==> src/rtl/alu_pkg.sv <==
// Shared opcode, flag-index and width definitions for the ALU result path.
package alu_pkg;

  localparam int unsigned DATA_W = 4;

  localparam logic [1:0] OP_ADD = 2'b00;
  localparam logic [1:0] OP_SUB = 2'b01;

  localparam int unsigned FLAG_Z = 3;
  localparam int unsigned FLAG_N = 2;
  localparam int unsigned FLAG_C = 1;
  localparam int unsigned FLAG_V = 0;

endpackage

==> src/rtl/alu_result_stage_if.sv <==
// Valid/ready buses between the add/sub datapath, the result stage and writeback.
interface alu_result_stage_if #(
  parameter int unsigned DATA_W = 4
);

  logic              in_valid;
  logic              in_ready;
  logic [DATA_W-1:0] in_a;
  logic [DATA_W-1:0] in_b;
  logic [1:0]        in_opcode;
  logic [DATA_W-1:0] in_y;
  logic              in_carry;

  logic              out_valid;
  logic              out_ready;
  logic [DATA_W-1:0] out_y;
  logic [3:0]        out_flags;
  logic [1:0]        out_opcode;

  modport master (
    output in_valid, in_a, in_b, in_opcode, in_y, in_carry, out_ready,
    input  in_ready, out_valid, out_y, out_flags, out_opcode
  );

  modport slave (
    input  in_valid, in_a, in_b, in_opcode, in_y, in_carry, out_ready,
    output in_ready, out_valid, out_y, out_flags, out_opcode
  );

endinterface

==> src/rtl/alu_res_fifo.sv <==
// Small synchronous FIFO; the head entry is read straight from the storage registers.
module alu_res_fifo #(
  parameter int unsigned WIDTH = 10,
  parameter int unsigned DEPTH = 2
) (
  input  logic                       clk,
  input  logic                       rst_n,
  input  logic                       push,
  input  logic [WIDTH-1:0]           din,
  input  logic                       pop,
  output logic [WIDTH-1:0]           dout,
  output logic [$clog2(DEPTH):0]     count,
  output logic                       full,
  output logic                       empty
);

  localparam int unsigned AW = $clog2(DEPTH);
  localparam int unsigned CW = AW + 1;

  logic [WIDTH-1:0] mem [DEPTH];
  logic [AW-1:0]    wr_ptr;
  logic [AW-1:0]    rd_ptr;
  logic             do_push;
  logic             do_pop;

  assign full    = (count == CW'(DEPTH));
  assign empty   = (count == '0);
  // A full FIFO refuses the push even if the head leaves in the same cycle.
  assign do_push = push && !full;
  assign do_pop  = pop && !empty;
  assign dout    = mem[rd_ptr];

  always_ff @(posedge clk) begin
    if (!rst_n) begin
      for (int unsigned i = 0; i < DEPTH; i++) begin
        mem[i] <= '0;
      end
      wr_ptr <= '0;
      rd_ptr <= '0;
      count  <= '0;
    end else begin
      if (do_push) begin
        mem[wr_ptr] <= din;
        wr_ptr      <= wr_ptr + AW'(1);
      end
      if (do_pop) begin
        rd_ptr <= rd_ptr + AW'(1);
      end
      if (do_push && !do_pop) begin
        count <= count + CW'(1);
      end else if (do_pop && !do_push) begin
        count <= count - CW'(1);
      end
    end
  end

endmodule

==> src/rtl/alu_result_stage.sv <==
// Registered result stage after the add/sub datapath: flags, result FIFO, accumulator,
// sticky overflow and saturating op counter.
module alu_result_stage #(
  parameter int unsigned DATA_W = 4,
  parameter int unsigned DEPTH  = 2,
  parameter int unsigned CNT_W  = 8
) (
  input  logic                clk,
  input  logic                rst_n,
  alu_result_stage_if.slave   bus,
  output logic [DATA_W-1:0]   acc,
  output logic                ovf_sticky,
  input  logic                clr_sticky,
  output logic [CNT_W-1:0]    op_count
);

  import alu_pkg::*;

  localparam int unsigned PW = DATA_W + 6;
  localparam int unsigned MSB = DATA_W - 1;

  logic                   accept;
  logic [3:0]             flags;
  logic [PW-1:0]          fifo_dout;
  logic [$clog2(DEPTH):0] fifo_count;
  logic                   fifo_full;
  logic                   fifo_empty;
  logic                   b_msb;
  logic                   status_unused;

  assign bus.in_ready = (fifo_count < ($clog2(DEPTH)+1)'(DEPTH));
  assign accept       = bus.in_valid && bus.in_ready;

  // Overflow compares against b as the adder saw it (inverted for subtract).
  always_comb begin
    flags         = '0;
    b_msb         = bus.in_b[MSB] ^ bus.in_opcode[0];
    flags[FLAG_Z] = (bus.in_y == '0);
    flags[FLAG_N] = bus.in_y[MSB];
    flags[FLAG_C] = bus.in_carry;
    flags[FLAG_V] = (bus.in_a[MSB] == b_msb) && (bus.in_y[MSB] != bus.in_a[MSB]);
  end

  assign status_unused = ^{fifo_full, bus.in_a, bus.in_b};

  alu_res_fifo #(
    .WIDTH (PW),
    .DEPTH (DEPTH)
  ) u_fifo (
    .clk   (clk),
    .rst_n (rst_n),
    .push  (accept),
    .din   ({bus.in_y, flags, bus.in_opcode}),
    .pop   (bus.out_ready),
    .dout  (fifo_dout),
    .count (fifo_count),
    .full  (fifo_full),
    .empty (fifo_empty)
  );

  assign bus.out_valid = !fifo_empty;
  assign {bus.out_y, bus.out_flags, bus.out_opcode} = fifo_dout;

  always_ff @(posedge clk) begin
    if (!rst_n) begin
      acc        <= '0;
      op_count   <= '0;
      ovf_sticky <= 1'b0;
    end else begin
      if (accept) begin
        acc <= bus.in_y;
        if (op_count != '1) begin
          op_count <= op_count + CNT_W'(1);
        end
      end
      if (accept && flags[FLAG_V]) begin
        ovf_sticky <= 1'b1;
      end else if (clr_sticky) begin
        ovf_sticky <= 1'b0;
      end
    end
  end

endmodule

==> src/flat_wrapper.sv <==
// flat-port wrapper written by rule: the top's interface ports become plain ports
module alu_result_stage_flat import alu_pkg::*;
#(
  parameter int unsigned DATA_W = 4,
  parameter int unsigned DEPTH  = 2,
  parameter int unsigned CNT_W  = 8
)
  (clk, rst_n, acc, ovf_sticky, clr_sticky, op_count, bus_in_valid, bus_in_a, bus_in_b, bus_in_opcode, bus_in_y, bus_in_carry, bus_out_ready, bus_in_ready, bus_out_valid, bus_out_y, bus_out_flags, bus_out_opcode);
  alu_result_stage_if #(.DATA_W(DATA_W)) bus_i ();
  input  logic clk;
  input  logic rst_n;
  output logic [DATA_W-1:0] acc;
  output logic ovf_sticky;
  input  logic clr_sticky;
  output logic [CNT_W-1:0] op_count;
  input wire logic [$bits(bus_i.in_valid)-1:0] bus_in_valid;
  input wire logic [$bits(bus_i.in_a)-1:0] bus_in_a;
  input wire logic [$bits(bus_i.in_b)-1:0] bus_in_b;
  input wire logic [$bits(bus_i.in_opcode)-1:0] bus_in_opcode;
  input wire logic [$bits(bus_i.in_y)-1:0] bus_in_y;
  input wire logic [$bits(bus_i.in_carry)-1:0] bus_in_carry;
  input wire logic [$bits(bus_i.out_ready)-1:0] bus_out_ready;
  output wire logic [$bits(bus_i.in_ready)-1:0] bus_in_ready;
  output wire logic [$bits(bus_i.out_valid)-1:0] bus_out_valid;
  output wire logic [$bits(bus_i.out_y)-1:0] bus_out_y;
  output wire logic [$bits(bus_i.out_flags)-1:0] bus_out_flags;
  output wire logic [$bits(bus_i.out_opcode)-1:0] bus_out_opcode;
  assign bus_i.in_valid = bus_in_valid;
  assign bus_i.in_a = bus_in_a;
  assign bus_i.in_b = bus_in_b;
  assign bus_i.in_opcode = bus_in_opcode;
  assign bus_i.in_y = bus_in_y;
  assign bus_i.in_carry = bus_in_carry;
  assign bus_i.out_ready = bus_out_ready;
  assign bus_in_ready = bus_i.in_ready;
  assign bus_out_valid = bus_i.out_valid;
  assign bus_out_y = bus_i.out_y;
  assign bus_out_flags = bus_i.out_flags;
  assign bus_out_opcode = bus_i.out_opcode;
  alu_result_stage #(.DATA_W(DATA_W), .DEPTH(DEPTH), .CNT_W(CNT_W)) u_core (.clk(clk), .rst_n(rst_n), .bus(bus_i), .acc(acc), .ovf_sticky(ovf_sticky), .clr_sticky(clr_sticky), .op_count(op_count));
endmodule
==> config.mk <==
export PLATFORM = sky130hd
export DESIGN_NAME = alu_result_stage_flat
export DESIGN_NICKNAME = d
export VERILOG_FILES = /design/src/rtl/alu_pkg.sv /design/src/rtl/alu_result_stage_if.sv /design/src/rtl/alu_res_fifo.sv /design/src/rtl/alu_result_stage.sv /design/src/flat_wrapper.sv
export SDC_FILE = /design/constraint.sdc
export NUM_CORES = 1
export LEC_CHECK = 0
export ABC_AREA = 1
export BUFFER_PORTS_ARGS = -buffer_cell sky130_fd_sc_hd__buf_2
export CAP_MARGIN = 15
export CORE_MARGIN = 5
export CORE_UTILIZATION = 30
export DETAILED_ROUTE_END_ITERATION = 16
export PLACE_DENSITY = 0.55
export RECOVER_POWER = 100
export SLEW_MARGIN = 20
export SYNTH_ARGS = -nofsm -noshare
export SYNTH_HDL_FRONTEND = slang
export SYNTH_HIERARCHICAL = 1
export SYNTH_SLANG_ARGS = --single-unit
export TNS_END_PERCENT = 20
==> constraint.sdc <==
create_clock -name clk -period 3.05 [get_ports clk]
set_clock_uncertainty 0.2 [all_clocks]
set_input_delay 0.4575 -clock clk [delete_from_list [all_inputs] [get_ports clk]]
set_output_delay 0.4575 -clock clk [all_outputs]
set_load 0.005 [all_outputs]
==> impl_results.md, run 1 <==
* Status: complete, no violations
* Crit-path cells: clkinv_1 -> nand2_1 -> inv_1 -> inv_1 -> nor2_1 -> nand3_2 -> nand2_1
* Post-synthesis sequential area ratio at 53.1%
* Initial DRC Count at 67
* Die width at 87.7 um
* Synth Cell Area at 0.00181 mm^2
* Initial antenna violation count at 0
* Ports at 45
* Post-Place Setup Slack at 688 ps
* Slew Limit Fails at 0
* Tightest Pin Transition at 511 ps
* Post-synthesis net count at 227
* Crit path time final at 2380 ps
* TritonCTS clock tree: built
* PD cells at 640 mW/mm^2
* Vias in the first global route at 1328
* Clk pwr share at 24.6%
* Row count at 28
* Layout cell share with drive strength beyond 1 at 17.3%
* Crit path required time at 2790 ps
* Fin crit share at 78.2%
* Leakage Power at 0.910 nW
* Post-synthesis average cell area at 8.83 um^2
* Fin cells at 323
* Synth cell types at 26
* Net Sw Frac at 31.1%
* # Max-Cap Violations at 0
* Worst Path Class, Setup: reg -> reg
* Type of the worst min-delay path: in -> reg
* # nets final at 269
* CTS Buffer Depth at 2
* Starting density of the core at 30.7%
* Gate Count Post-Synth at 205
* Core Region at 0.00589 mm^2
* Setup crit start: u_core/u_fifo/count[1]
* CTS buffer count at 5
* Final Hold Vio Count at 0
* Worst EP arrival at 2130 ps
* Clock Sinks at 38
* DR vias at 1381
* Largest net degree at the start of global routing at 16
* DP Wirelength at 2.72 mm
* CTS root buf: clkbuf_8
* Sw power at 0.417 mW
* Internal power at 0.925 mW
* Maximum VDD drop at 0.226 mV
* RSZ-0062 raised after global routing: no
* DR vias/cell at 4.28
* Max_slew headroom at 66.0%
* Gp weighted congestion at 0.806
* Fin worst setup slack at 666 ps
* First-pass GRT wire length at 6.13 mm
* Critical path's largest stage delay at 430 ps
* Routed wire per std cell at 11.4 um
* Seq cells post-synth at 38
* Commonest non-fill, non-tap cell in the layout: nor2_1
* Hold path start: clr_sticky
* Crit Path Max Fanout at 11
* # Post-CTS Setup Buffers at 0
* Grt ovf at 0
* Clock-pin slew on the worst setup and hold paths at 70 ps
* Warnings, synthesis at 6
* Placed cell count at 315
* Part of the power in registers at 51.1%
* Final setup viols at 0
* Crit end category: flip-flop
* ANT cells at 0
* Detailed-route DRC error count at 0
* Die ar. at 0.00768 mm^2
* Post-CTS Resized at 0
* Port Buffers at 38
* Post-route ant nets at 0
* R2R Path Start: u_core/u_fifo/count[1]
* Critical path launch point type: flip-flop
* Hold_buf cts at 0
* Commonest cells after routing, fill and taps aside: nor2_1 (46), nand2_1 (35), inv_1 (33)
* Final WL at 3.67 mm
* Gate power share at 24.3%
* Fmax at 419 MHz
* Clock latency on the worst-skew pair at 280 ps
* Layout area overhead at 15.9%
* Max H-tree Level at 2
* Final setup TNS at 0 ps
* Critical-path top delay cell: nand2_1
* Total track usage at 10.4%
* Die height at 87.7 um
* Drt pass-1 iters at 4
-- cell families (layout without fill, tap and decap cells) --
kind of cell    count (synthesis)  count (layout)  share of synthesized area [%]
fa+ha+maj                       2               2                           1.38
compound gates                 16              16                           4.43
buf+inv                        39              82                           9.27
flops                          38              38                           53.1
simple gates                   95              95                           23.2
mux                            10              10                           6.22
xor+xnor                        5               5                           2.42
-- power by group through the flow --
stage	combinational [mW]	clock (mW)	sequential, mW
2_1_floorplan	0.255	0	0.674
3_3_place_gp	0.354	0	0.695
3_5_place_dp	0.357	0	0.698
4_1_cts	0.359	0.343	0.687
5_1_grt	0.379	0.361	0.699
6_report	0.327	0.330	0.686
-- layer usage --
metal	track usage, %	up-vias	wire [um]
li1	-	726	-
met1	13.1	610	1720
met2	16.5	39	1630
met3	4.14	6	284
met4	2.93	0	42
met5	0	-	0
-- worst max-delay path, delay by kind of cell, from the launching register on --
| family | cells | cell delay, ps |
|---|---|---|
| and+or+nand+nor | 4 | 1100 |
| DFF | 1 | 340 |
| buffers and inverters | 3 | 400 |
-- state kept, by name (all words and copies together) (netlist names), named ones only --
name and flops:
u_core/ovf_sticky 1, u_core/u_fifo/wr_ptr 1, u_core/u_fifo/rd_ptr 1, u_core/op_count 8, u_core/u_fifo/count 2, u_core/acc 4, u_core/u_fifo/mem 20
-- layout make-up --
type	count	area, um^2
clock buffers	6	72.6
clock inverters	2	10.0
fillers	632	3790
inverters	34	128
multi-input cells	128	653
flip-flops and latches	38	961
well taps	75	93.8
repair buffers	40	179
-- synthesized netlist by cell type --
cell type	n	area [um^2]
xor2_1	3	26.3
nor4_1	1	6.26
a21oi_1	7	35.0
nor2_4	2	22.5
o21ai_0	6	30.0
nand2_1	34	128
nor2_2	1	6.26
nand2_2	2	12.5
inv_1	31	116
nand3_1	5	25.0
edfxtp_1	20	601
buf_2	1	5.00
mux2_2	10	113
nand3_2	2	20.0
xnor2_1	2	17.5
ha_1	2	25.0
o21ai_1	3	15.0
nand4_1	2	12.5
inv_2	3	11.3
buf_4	1	7.51
nand2_4	1	11.3
clkbuf_2	1	5.00
dfxtp_1	18	360
nor3_2	1	10.0
nor2_1	44	165
buf_6	2	22.5
-- per-stage QoR --
stage	cell area [um^2]	hold WS, ps	total power, mW	util (%)
floorplan	1810	260	0.928	-
CTS	2150	222	1.39	36.5
detailed placement	2070	268	1.06	35.1
global route	2100	231	1.44	35.6
global placement	2070	257	1.05	35.1
finish	2100	220	1.34	35.6
-- path summary, 6_finish.rpt --
kind	depth (start not counted)	end	slack, ps
hold / removal	4	u_core/ovf_sticky	220
setup / recovery	7	u_core/u_fifo/mem[1][9]	670
setup reg to reg	7	u_core/u_fifo/mem[1][9]	670
hold reg to reg	2	u_core/ovf_sticky	270
Power figures use the tool's default switching activity.
==> inputs of run 2 (changes only) <==
==> constraint.sdc (replaced) <==
create_clock -name clk -period 2.35 [get_ports clk]
set_clock_uncertainty 0.2 [all_clocks]
set_input_delay 0.3525 -clock clk [delete_from_list [all_inputs] [get_ports clk]]
set_output_delay 0.3525 -clock clk [all_outputs]
set_load 0.005 [all_outputs]
==> impl_results.md, run 2 (synthesis results as in run 1) <==
* Layout area overhead at 17.1% (was 15.9%)
* Critical path launch point type: flip-flop (unchanged)
* Drt pass-1 iters at 5 (was 4)
* Net Sw Frac at 29.6% (was 31.1%)
* Final Hold Vio Count at 0 (unchanged)
* Row count at 28 (unchanged)
* Ports at 45 (unchanged)
* Max FFs per register at 20 (unchanged)
* Top Registers: u_core/u_fifo/mem (20), u_core/op_count (8), u_core/acc (4) (unchanged)
* Worst EP arrival at 1760 ps (was 2130 ps)
* ANT cells at 0 (unchanged)
* Worst Path Class, Setup: reg -> reg (unchanged)
* Starting density of the core at 30.7% (unchanged)
* Hold_buf cts at 0 (unchanged)
* Largest net degree at the start of global routing at 18 (was 16)
* PD cells at 877 mW/mm^2 (was 640 mW/mm^2)
* Part of the power in registers at 47.7% (was 51.1%)
* Post-route ant nets at 0 (unchanged)
* Fin crit share at 86.1% (was 78.2%)
* DR vias/cell at 4.25 (was 4.28)
* Gate power share at 23.0% (was 24.3%)
* Crit path time final at 2020 ps (was 2380 ps)
* Fmax at 494 MHz (was 419 MHz)
* Commonest non-fill, non-tap cell in the layout: nor2_1 (unchanged)
* Area of the multi-input gates at 653 um^2 (unchanged)
* Crit Path Max Fanout at 11 (unchanged)
* RSZ-0062 raised after global routing: no (unchanged)
* Clock latency on the worst-skew pair at 290 ps (was 280 ps)
* First-pass GRT wire length at 6.21 mm (was 6.13 mm)
* # nets final at 269 (unchanged)
* DR vias at 1374 (was 1381)
* Seq. cell area at 961 um^2 (unchanged)
* Maximum VDD drop at 0.332 mV (was 0.226 mV)
* Clock-pin slew on the worst setup and hold paths at 70 ps (about the same)
* Critical path's most frequent cell: nand2_1
* Final setup viols at 0 (unchanged)
* Crit-path cells: clkinv_1 -> nand2_1 -> inv_2 -> inv_1 -> nor2_1 -> nand3_2 -> nand2_1 (was clkinv_1 -> nand2_1 -> inv_1 -> inv_1 -> nor2_1 -> nand3_2 -> nand2_1)
* Initial antenna violation count at 0 (unchanged)
* WL met3 at 255 um (was 284 um)
* Detailed-route DRC error count at 0 (unchanged)
* Type of the worst min-delay path: in -> reg (unchanged)
* Gp weighted congestion at 0.810 (was 0.806)
* Biggest register: u_core/u_fifo/mem (unchanged)
* # Post-CTS Setup Buffers at 0 (unchanged)
* Crit end category: flip-flop (unchanged)
* Final WL at 3.74 mm (was 3.67 mm)
* Final setup TNS at 0 ps (unchanged)
* Crit path required time at 2090 ps (was 2790 ps)
* Max Used Layer: met4 (unchanged)
* Slew Limit Fails at 0 (unchanged)
* CTS buffer count at 5 (unchanged)
* Port Buffers at 38 (unchanged)
* CTS Buffer Depth at 2 (unchanged)
* Die ar. at 0.00768 mm^2 (unchanged)
* Clk pwr share at 29.3% (was 24.6%)
* Grt ovf at 0 (unchanged)
* Post-CTS Resized at 0 (unchanged)
* Vias in the first global route at 1373 (was 1328)
* Die height at 87.7 um (unchanged)
* Critical path's largest stage delay at 370 ps (was 430 ps)
* Leakage Power at 0.917 nW (was 0.910 nW)
* Layout cell share with drive strength beyond 1 at 17.3% (unchanged)
* CTS root buf: clkbuf_8 (unchanged)
* Number of fill cells at 630 (was 632)
* Status: complete, no violations (unchanged)
* Hold path depth at 4 (unchanged)
* DP Wirelength at 2.71 mm (was 2.72 mm)
* Commonest cells after routing, fill and taps aside: nor2_1 (46), nand2_1 (35), inv_1 (32) (was nor2_1 (46), nand2_1 (35), inv_1 (33))
* Worst Reg-to-Reg Cells at 7 (unchanged)
* Total track usage at 10.6% (was 10.4%)
* Met2 WL at 1.63 mm (about the same)
* Critical-path top delay cell: nand2_1 (unchanged)
* Tightest Pin Transition at 520 ps (was 511 ps)
* Clock Sinks at 38 (unchanged)
* Core Region at 0.00589 mm^2 (unchanged)
* Sw power at 0.550 mW (was 0.417 mW)
* Internal power at 1.31 mW (was 0.925 mW)
* Max H-tree Level at 2 (unchanged)
* Max_slew headroom at 65.4% (was 66.0%)
* # Max-Cap Violations at 0 (unchanged)
* Routed wire per std cell at 11.6 um (was 11.4 um)
* TritonCTS clock tree: built (unchanged)
* Tot Pwr at 1.86 mW (was 1.34 mW)
* Initial DRC Count at 74 (was 67)
* Metal-1 WL at 1.81 mm (was 1.72 mm)
* Die width at 87.7 um (unchanged)
## run 2: through the flow
stage / instances / setup slack [ps] / hold WS, ps / area [um^2] / utilization (%)
after floorplan: 205 / 462 / 260 / 1810 / -
after global placement: 315 / 336 / 257 / 2070 / 35.1
after detailed placement: 315 / 289 / 256 / 2070 / 35.1
after CTS: 323 / 343 / 107 / 2170 / 36.9
after global routing: 323 / 128 / 103 / 2120 / 36.0
final: 323 / 327 / 111 / 2120 / 36.0
## run 2: layer usage
| metal | vias to the layer above | GRT usage (%) |
|---|---|---|
| li1 | 726 | - |
| met4 | 0 | 2.93 |
| met1 | 606 | 13.2 |
| met3 | 5 | 4.33 |
| met5 | - | 0 |
| met2 | 37 | 16.8 |
## run 2: final cells by class
class | instances | share of cell area [%]
multi-input combinational | 128 | 30.8
inverter | 34 | 6.02
clock inverter | 2 | 1.59
timing repair buffer | 40 | 8.33
sequential | 38 | 45.4
tap | 75 | 4.43
clock buffer | 6 | 3.43
## run 2: worst paths after layout
kind                            slack (ps)                   start                       to
worst max-delay path                   330  u_core/u_fifo/count[1]  u_core/u_fifo/mem[1][6]
worst min-delay path                   110              clr_sticky        u_core/ovf_sticky
worst max register to register         330  u_core/u_fifo/count[1]  u_core/u_fifo/mem[1][6]
worst min register to register         260       u_core/ovf_sticky        u_core/ovf_sticky
## run 2: power groups by stage
| stage | logic, mW | clock network [mW] | registers [mW] |
|---|---|---|---|
| 6_report | 0.428 | 0.544 | 0.886 |
| 2_1_floorplan | 0.330 | 0 | 0.875 |
| 3_5_place_dp | 0.468 | 0 | 0.905 |
| 3_3_place_gp | 0.462 | 0 | 0.903 |
| 5_1_grt | 0.496 | 0.591 | 0.902 |
| 4_1_cts | 0.471 | 0.559 | 0.889 |
## run 2: worst max-delay path, delay by kind of cell (launching register included)
kind / cells / cell delay, ps
flip-flops: 1 / 330
AND/OR/NAND/NOR: 4 / 830
buffers and inverters: 3 / 300
